File: src/rtl/run_ctrl_pkg.sv
// run_ctrl_pkg: shared state encoding, done-cause codes and default widths
// for the core run controller.
package run_ctrl_pkg;
   typedef enum logic [1:0] {HOLD, IDLE, RUN, HALTED} run_state_t;
   localparam logic [1:0] CAUSE_NONE  = 2'b00;
   localparam logic [1:0] CAUSE_LIMIT = 2'b01;
   localparam logic [1:0] CAUSE_HALT  = 2'b10;
   localparam logic [1:0] CAUSE_BOTH  = 2'b11;
   localparam int CNT_W_DEF = 32;
   localparam int HOLD_W    = 8;
endpackage

File: src/rtl/reset_sync.sv
// reset_sync: 2-flop synchroniser, asserts asynchronously with reset low,
// deasserts on the second rising edge after release.
module reset_sync (
   input  logic clk,
   input  logic reset,
   output logic rst_s
);
   logic meta;
   always_ff @(posedge clk or negedge reset)
      if (!reset) {rst_s, meta} <= 2'b00;
      else {rst_s, meta} <= {meta, 1'b1};
endmodule

File: src/rtl/cpu_run_ctrl.sv
// cpu_run_ctrl: stretched core reset, clock-enabled run window, cycle limit / halt stop.
// Define RUN_CTRL_STEP_EN to add single-step ports step_mode and step_req.
module cpu_run_ctrl
   import run_ctrl_pkg::*;
#(
   parameter int CNT_W      = CNT_W_DEF,
   parameter int RST_HOLD   = 4,
   parameter int MAX_CYCLES = 100,
   parameter bit AUTO_START = 1'b1
) (
   input  logic             clk,
   input  logic             reset,
   input  logic             start,
   input  logic             halt_req,
`ifdef RUN_CTRL_STEP_EN
   input  logic             step_mode,
   input  logic             step_req,
`endif
   output logic             core_reset,
   output logic             core_en,
   output logic             running,
   output logic             done,
   output logic [1:0]       done_cause,
   output logic [CNT_W-1:0] cycle_count
);
   localparam logic [HOLD_W-1:0] HOLD_LAST  = HOLD_W'(RST_HOLD - 1);
   localparam logic [CNT_W-1:0]  LIMIT_LAST = CNT_W'(MAX_CYCLES - 1);
   run_state_t state, state_d;
   logic [HOLD_W-1:0] hold_cnt, hold_d;
   logic [CNT_W-1:0] count_d;
   logic [1:0] cause_d;
   logic rst_s, core_reset_d, step_go, limit_hit;
   reset_sync u_sync (.clk(clk), .reset(reset), .rst_s(rst_s));
`ifdef RUN_CTRL_STEP_EN
   logic step_q;
   always_ff @(posedge clk or negedge reset)
      if (!reset) step_q <= 1'b0;
      else step_q <= step_req;
   assign step_go = !step_mode || (step_req && !step_q);
`else
   assign step_go = 1'b1;
`endif
   assign limit_hit = (MAX_CYCLES != 0) && (cycle_count == LIMIT_LAST);
   always_comb begin
      state_d = state;
      hold_d = hold_cnt;
      core_reset_d = core_reset;
      count_d = cycle_count;
      cause_d = done_cause;
      case (state)
         HOLD: if (rst_s) begin
            hold_d = hold_cnt + 1'b1;
            if (hold_cnt == HOLD_LAST) begin
               core_reset_d = 1'b1;
               state_d = AUTO_START ? RUN : IDLE;
            end
         end
         IDLE: if (start) state_d = RUN;
         // only enabled cycles count and may stop the core
         RUN: if (core_en) begin
            count_d = &cycle_count ? cycle_count : cycle_count + 1'b1;
            if (limit_hit || halt_req) begin
               state_d = HALTED;
               cause_d = (limit_hit && halt_req) ? CAUSE_BOTH : halt_req ? CAUSE_HALT : CAUSE_LIMIT;
            end
         end
         HALTED: if (start) begin
            state_d = HOLD;
            hold_d = '0;
            core_reset_d = 1'b0;
            count_d = '0;
            cause_d = CAUSE_NONE;
         end
      endcase
   end
   always_ff @(posedge clk or negedge reset)
      if (!reset) begin
         state <= HOLD;
         hold_cnt <= '0;
         core_reset <= 1'b0;
         core_en <= 1'b0;
         running <= 1'b0;
         done <= 1'b0;
         done_cause <= CAUSE_NONE;
         cycle_count <= '0;
      end else begin
         state <= state_d;
         hold_cnt <= hold_d;
         core_reset <= core_reset_d;
         core_en <= (state_d == RUN) && step_go;
         running <= state_d == RUN;
         done <= state_d == HALTED;
         done_cause <= cause_d;
         cycle_count <= count_d;
      end
endmodule

File: config.mk
export PLATFORM = sky130hd
export DESIGN_NAME = cpu_run_ctrl
export DESIGN_NICKNAME = d
export VERILOG_FILES = /design/src/rtl/run_ctrl_pkg.sv /design/src/rtl/reset_sync.sv /design/src/rtl/cpu_run_ctrl.sv
export SDC_FILE = /design/constraint.sdc
export NUM_CORES = 1
export LEC_CHECK = 0
export BUFFER_PORTS_ARGS = -buffer_cell sky130_fd_sc_hd__buf_2
export CORE_UTILIZATION = 50
export CTS_CLUSTER_SIZE = 16
export DETAILED_ROUTE_END_ITERATION = 10
export PLACE_DENSITY_LB_ADDON = 0.3
export SETUP_SLACK_MARGIN = 0.02
export SKIP_LAST_GASP = 1
export SYNTH_ARGS = -nofsm -noshare
export SYNTH_HDL_FRONTEND = slang
export SYNTH_SLANG_ARGS = --single-unit
File: constraint.sdc
create_clock -name clk -period 3 [get_ports clk]
set_clock_uncertainty 0.1 [all_clocks]
set_input_delay 0.75 -clock clk [delete_from_list [all_inputs] [get_ports clk]]
set_output_delay 0.75 -clock clk [all_outputs]
set_load 0.05 [all_outputs]
* Word-level counts from Yosys, hierarchy flattened *
Cells that the tools add are included.

storage, ports and cells
  input bits = 4
  bits in registers = 49
  word-level logic and storage cells = 58
  output and inout port bits = 38

operators by class
  multiplexer cells = 24
  add/sub/neg operators = 2
  reduce and logical (&&, ||, !) cells = 10
  eq/ne operators = 13

operators with widths
  cell                                                   count
  2-to-1 mux 32 bit                                      3
  case mux 32 bit (2 select lines)                       1
  adder 32 x 1 -> 32 bit, second input constant          1
  equality test 32 x 7 -> 1 bit, second input constant   1
  AND reduction 32 bit                                   1
  2-to-1 mux 2 bit                                       11
  2-to-1 mux 8 bit                                       2
  case mux 8 bit (2 select lines)                        1
  AND reduction 4 bit                                    3
  inequality test 2 bit, second input constant           5
  adder 8 x 1 -> 8 bit, second input constant            1
  equality test 2 bit, second input constant             4
  equality test 8 x 2 -> 1 bit, second input constant    1
  case mux 2 bit (4 select lines)                        1
  case mux 2 bit (2 select lines)                        1
  nonzero test 2 bit                                     2
  2-to-1 mux 1 bit                                       3
  AND reduction 3 bit                                    1
  equality test 2 x 1 -> 1 bit, second input constant    1
  logical NOT 2 bit                                      1
  inequality test 2 x 1 -> 1 bit, second input constant  1
  case mux 1 bit (2 select lines)                        1
  logical AND 1 bit                                      1
  logical OR 1 bit                                       1

* Logic depth before layout (Yosys ltp) *
  word-level depth = 6
  gate-level depth with buffers = 7

* Modules after synthesis *
A second synthesis with hierarchy kept.

second synthesis, totals
  cells, all modules = 285
  area total of the unflattened synthesis = 2633.8 um^2

by module, submodules not included
  module        area an instance (um^2)  times used  cells an instance
  cpu_run_ctrl  2580.0                   1           282
  reset_sync    53.8                     1           3

* Worst setup path before layout *
No wires, ideal clock.

  kind = register to register
  start = reg cycle_count[0]
  end = reg cycle_count[30]
  path buffers = 0
  required time = 2823 ps
  setup time = 77 ps
  arrival time = 2295 ps
  slack = 527 ps
  period minus slack after synthesis = 2473 ps
  cell stages (with the launch flop) = 7
  cells stage by stage = dfrtp_1 -> ha_1 -> nand4_1 -> nor4_4 -> nand4_4 -> or3_1 -> a21oi_1

on the way
  longest elaborated chain between the ends = 4
  elaborated cells on any way between the ends = 7

RTL lines
  what                              RTL line            text
  start: declaration                cpu_run_ctrl.sv:24  output logic [CNT_W-1:0] cycle_count
  start signal: assignment          cpu_run_ctrl.sv:94  cycle_count <= count_d;
  adder 32 x 1 -> 32 bit            cpu_run_ctrl.sv:61  count_d = &cycle_count ? cycle_count : cycle_count + 1'b1;
  2-to-1 mux 32 bit                 cpu_run_ctrl.sv:61
  2-to-1 mux 32 bit                 cpu_run_ctrl.sv:60  RUN: if (core_en) begin
  case mux 32 bit (2 select lines)  cpu_run_ctrl.sv:50  case (state)

Parallel ways exist; a longest one is shown, timed or not. The select of a mux whose other input is x is not followed.
A chain may end at the register's enable or synchronous reset.

* Worst setup path after layout *
  start = reg cycle_count[16]
  end = reg cycle_count[31]

The elaborated chain is that of the path after synthesis.

==> metrics.txt <==
register area share after synthesis 45.3%; cell count of the worst hold path 0; setup TNS 0 ns; max layer used met4; Initial Util between 50% and 60%; first drt pass iteration count 4; Hold Vio Cnt, Final 0; Period minus WS final around 2.4 ns; EDFF count, synth 0; relative slew slack around 53%; Worst EP arrival approximately 2.5 ns; Port-buffer cells 41; synthesis-to-layout area growth 13.8%; slew at the pin closest to its max-slew limit about 0.70 ns; largest area contributor in the netlist dfrtp_1; Cells after Synth ~290; Netlist cell types 54; critical path peak fanout 9; Final Util 59.6%; Worst EP required 3.09 ns; ANT cells 0; Fmax roughly 410 MHz; root buf cell clkbuf_8; residual DRC count 0; clock sink count just under 50; Placed Cells just under 400; PostCTS Resize Cnt 0; GR Overflow Total 0; crit path cell chain nand4_1 > nor4_1 > o2111ai_1 > o31a_1 > o21a_1; Hold Path Sink u_sync.rst_s; Ys Warns 0; first-pass GRT wire length roughly 10000 um; Tcrit/Tclk final 80.4%; Worst R2R End cycle_count[31]; Worst R2R Setup Slack approximately 0.6 ns; Top FF cell, synth dfrtp_1; delay-heaviest family, CP compound AO/OA/AOI/OAI gates; clk slew on worst S/H paths about 0.090 ns; remaining antenna violation count after routing 0; DR WL/cell ~15 um; M1 WL approximately 2900 um; CP max stage cell nor4_1; worst-skew pair later-pin latency 0.30 ns; met2 WL post-DR 2850 um; top cell type's share of synthesized area 45.3%; Final Wtd Congestion about 0.83; mapped cell area approximately 2700 um^2; Peak VDD IR just under 0.4 mV; initial antenna violation count 0; Reg2Reg Launch Point cycle_count[16]; htree depth 2; cell row count 26; crit path capture type flop; PD cells roughly 680 nW/um^2; setup repair after global routing missed its margin false; area of the multi-input gates roughly 1400 um^2; Die X between 70 and 80 um; core area just over 5000 um^2; Worst Hold Class reg2reg; vias in the first global route approximately 2200; Total Routed Length between 6000 and 7000 um; die footprint between 5000 and 6000 um^2; gr usage total 23.2%; async set-reset flop share out of synthesis 100%; max-slew violations 0; final hold slack 0.254 ns; largest net degree at the start of global routing 50; layout cells sized above 1 21.1%; Buf+Inv Stages, Crit Path 0; min-delay src u_sync.meta; hold-fix buffers at CTS 0; Die Height 75.6 um; status completed; CTS tree yes; CTS Buf Count 5; met3 WL roughly 320 um; DR vias ~2400; final-stage net count ~340; Synth Area per Inst ~9.4 um^2; largest cells by area after synthesis dfrtp_1 (45%), nand3_1 (3.7%), nor2_1 (3.6%), nand2_1 (3.5%), a21oi_1 (3.3%); Initial DRC Count 128; clock buffer depth 2; Vias per Instance about 5.9; boundary pin count between 40 and 50; final non-filler cell total 401; endpoints failing setup 0; leakage 1.47 nW; Max-cap violations 0; Fill cells between 400 and 500; postcts setup bufs 0; worst r2r path cells 5; Worst setup SP type flop; Post-DP HPWL between 4000 and 5000 um; critical path class reg2reg; Crit path largest cell delay 0.54 ns; Mapped Nets 294; FF+latch count, synth approximately 50; Sequential Area 1230 um^2
==> cells by family (layout without fill, tap and decap cells) <==
| family | count (synthesis) | count (layout) | synth area share (%) |
|---|---|---|---|
| compound gates | 63 | 63 | 15.0 |
| xor+xnor | 11 | 11 | 3.56 |
| fa+ha+maj | 2 | 2 | 0.924 |
| buf+inv | 17 | 60 | 3.28 |
| flops | 49 | 49 | 45.3 |
| mux | 8 | 8 | 3.00 |
| other cells | 1 | 1 | 0.138 |
| simple gates | 137 | 137 | 28.8 |
==> synthesized netlist by cell type (2+ instances only) <==
cell type	n
a31o_2	3
a21oi_1	18
nand2b_1	4
or2_2	2
or3_1	7
ha_1	2
and3_2	2
a311oi_1	2
and4_1	5
xor2_1	5
nor4_1	8
or4_1	3
nor2_1	26
mux2i_1	7
dfrtp_1	49
nor2b_1	4
a221oi_1	2
and3_1	9
o31a_1	2
buf_4	2
clkbuf_1	3
nand4_1	10
a31oi_1	9
nor3_1	2
o21ai_0	18
nand2_1	25
xnor2_1	6
inv_1	7
nand3_1	20
buf_6	2
==> per-stage QoR <==
stage / instance area (um^2) / setup WS, ns / power (mW)
after floorplan: 2710 / 0.527 / 1.46
after global placement: 2970 / 0.543 / 1.61
after detailed placement: 2970 / 0.501 / 1.63
after CTS: 3080 / 0.580 / 2.10
after global routing: 3080 / 0.352 / 2.21
final: 3080 / 0.587 / 2.08
==> layout make-up <==
class	instances	share of cell area (%)
clock buffers	6	2.35
clock inverters	2	1.26
inverters	7	0.852
multi-input cells	222	45.3
flip-flops and latches	49	39.8
well taps	70	2.84
repair buffers	45	7.63
==> sequential cells by signal, indices dropped and copies added (netlist names) <==
| name | flops |
|---|---|
| u_sync.meta | 1 |
| hold_cnt | 8 |
| done | 1 |
| core_reset | 1 |
| cycle_count | 32 |
| state | 2 |
| done_cause | 2 |
| running | 1 |
| u_sync.rst_s | 1 |
==> layout by cell type, fill, tap and decap left out, types with 2 or more instances in the layout <==
master and n:
a21oi_1 18, a221oi_1 2, a311oi_1 2, a31o_2 3, a31oi_1 9, and3_1 9
and3_2 2, and4_1 5, buf_2 41, buf_4 4, clkbuf_8 5, dfrtp_1 49
ha_1 2, inv_1 7, mux2i_1 7, nand2_1 25, nand2b_1 4, nand3_1 20
nand4_1 10, nor2_1 25, nor2_2 2, nor2b_1 4, nor3_1 2, nor4_1 8
o21ai_0 18, o31a_1 2, or2_2 2, or3_1 7, or4_1 3, xnor2_1 6
xor2_1 5
==> metal layers <==
layer | vias up | global-route usage, %
met5 | - | 0
met4 | 0 | 7.82
met3 | 8 | 4.76
met2 | 67 | 36.6
met1 | 1128 | 32.0
li1 | 1164 | -
==> worst max path at each step <==
stage	startpoint	to	slack (ns)	cells past startpoint
after CTS	cycle_count[0]	cycle_count[20]	0.58	6
after global routing	cycle_count[0]	cycle_count[15]	0.35	6
after global placement	start	cycle_count[9]	0.54	6
after detailed placement	start	cycle_count[9]	0.50	6
after floorplan	cycle_count[0]	cycle_count[30]	0.53	6
final	cycle_count[16]	cycle_count[31]	0.59	5
==> worst reg2reg max path: stages, from the launching register on <==
cell and delay (ns):
dfrtp_1 0.51, nand4_1 0.26, nor4_1 0.54, o2111ai_1 0.37
o31a_1 0.33, o21a_1 0.18
==> power breakdown <==
part | switching [mW] | internal, mW | leakage, nW
clock | 0.217 | 0.250 | 0.0554
sequential | 0.150 | 0.768 | 0.660
combinational | 0.482 | 0.213 | 0.759
No activity file was read; power rests on OpenSTA's default activity.
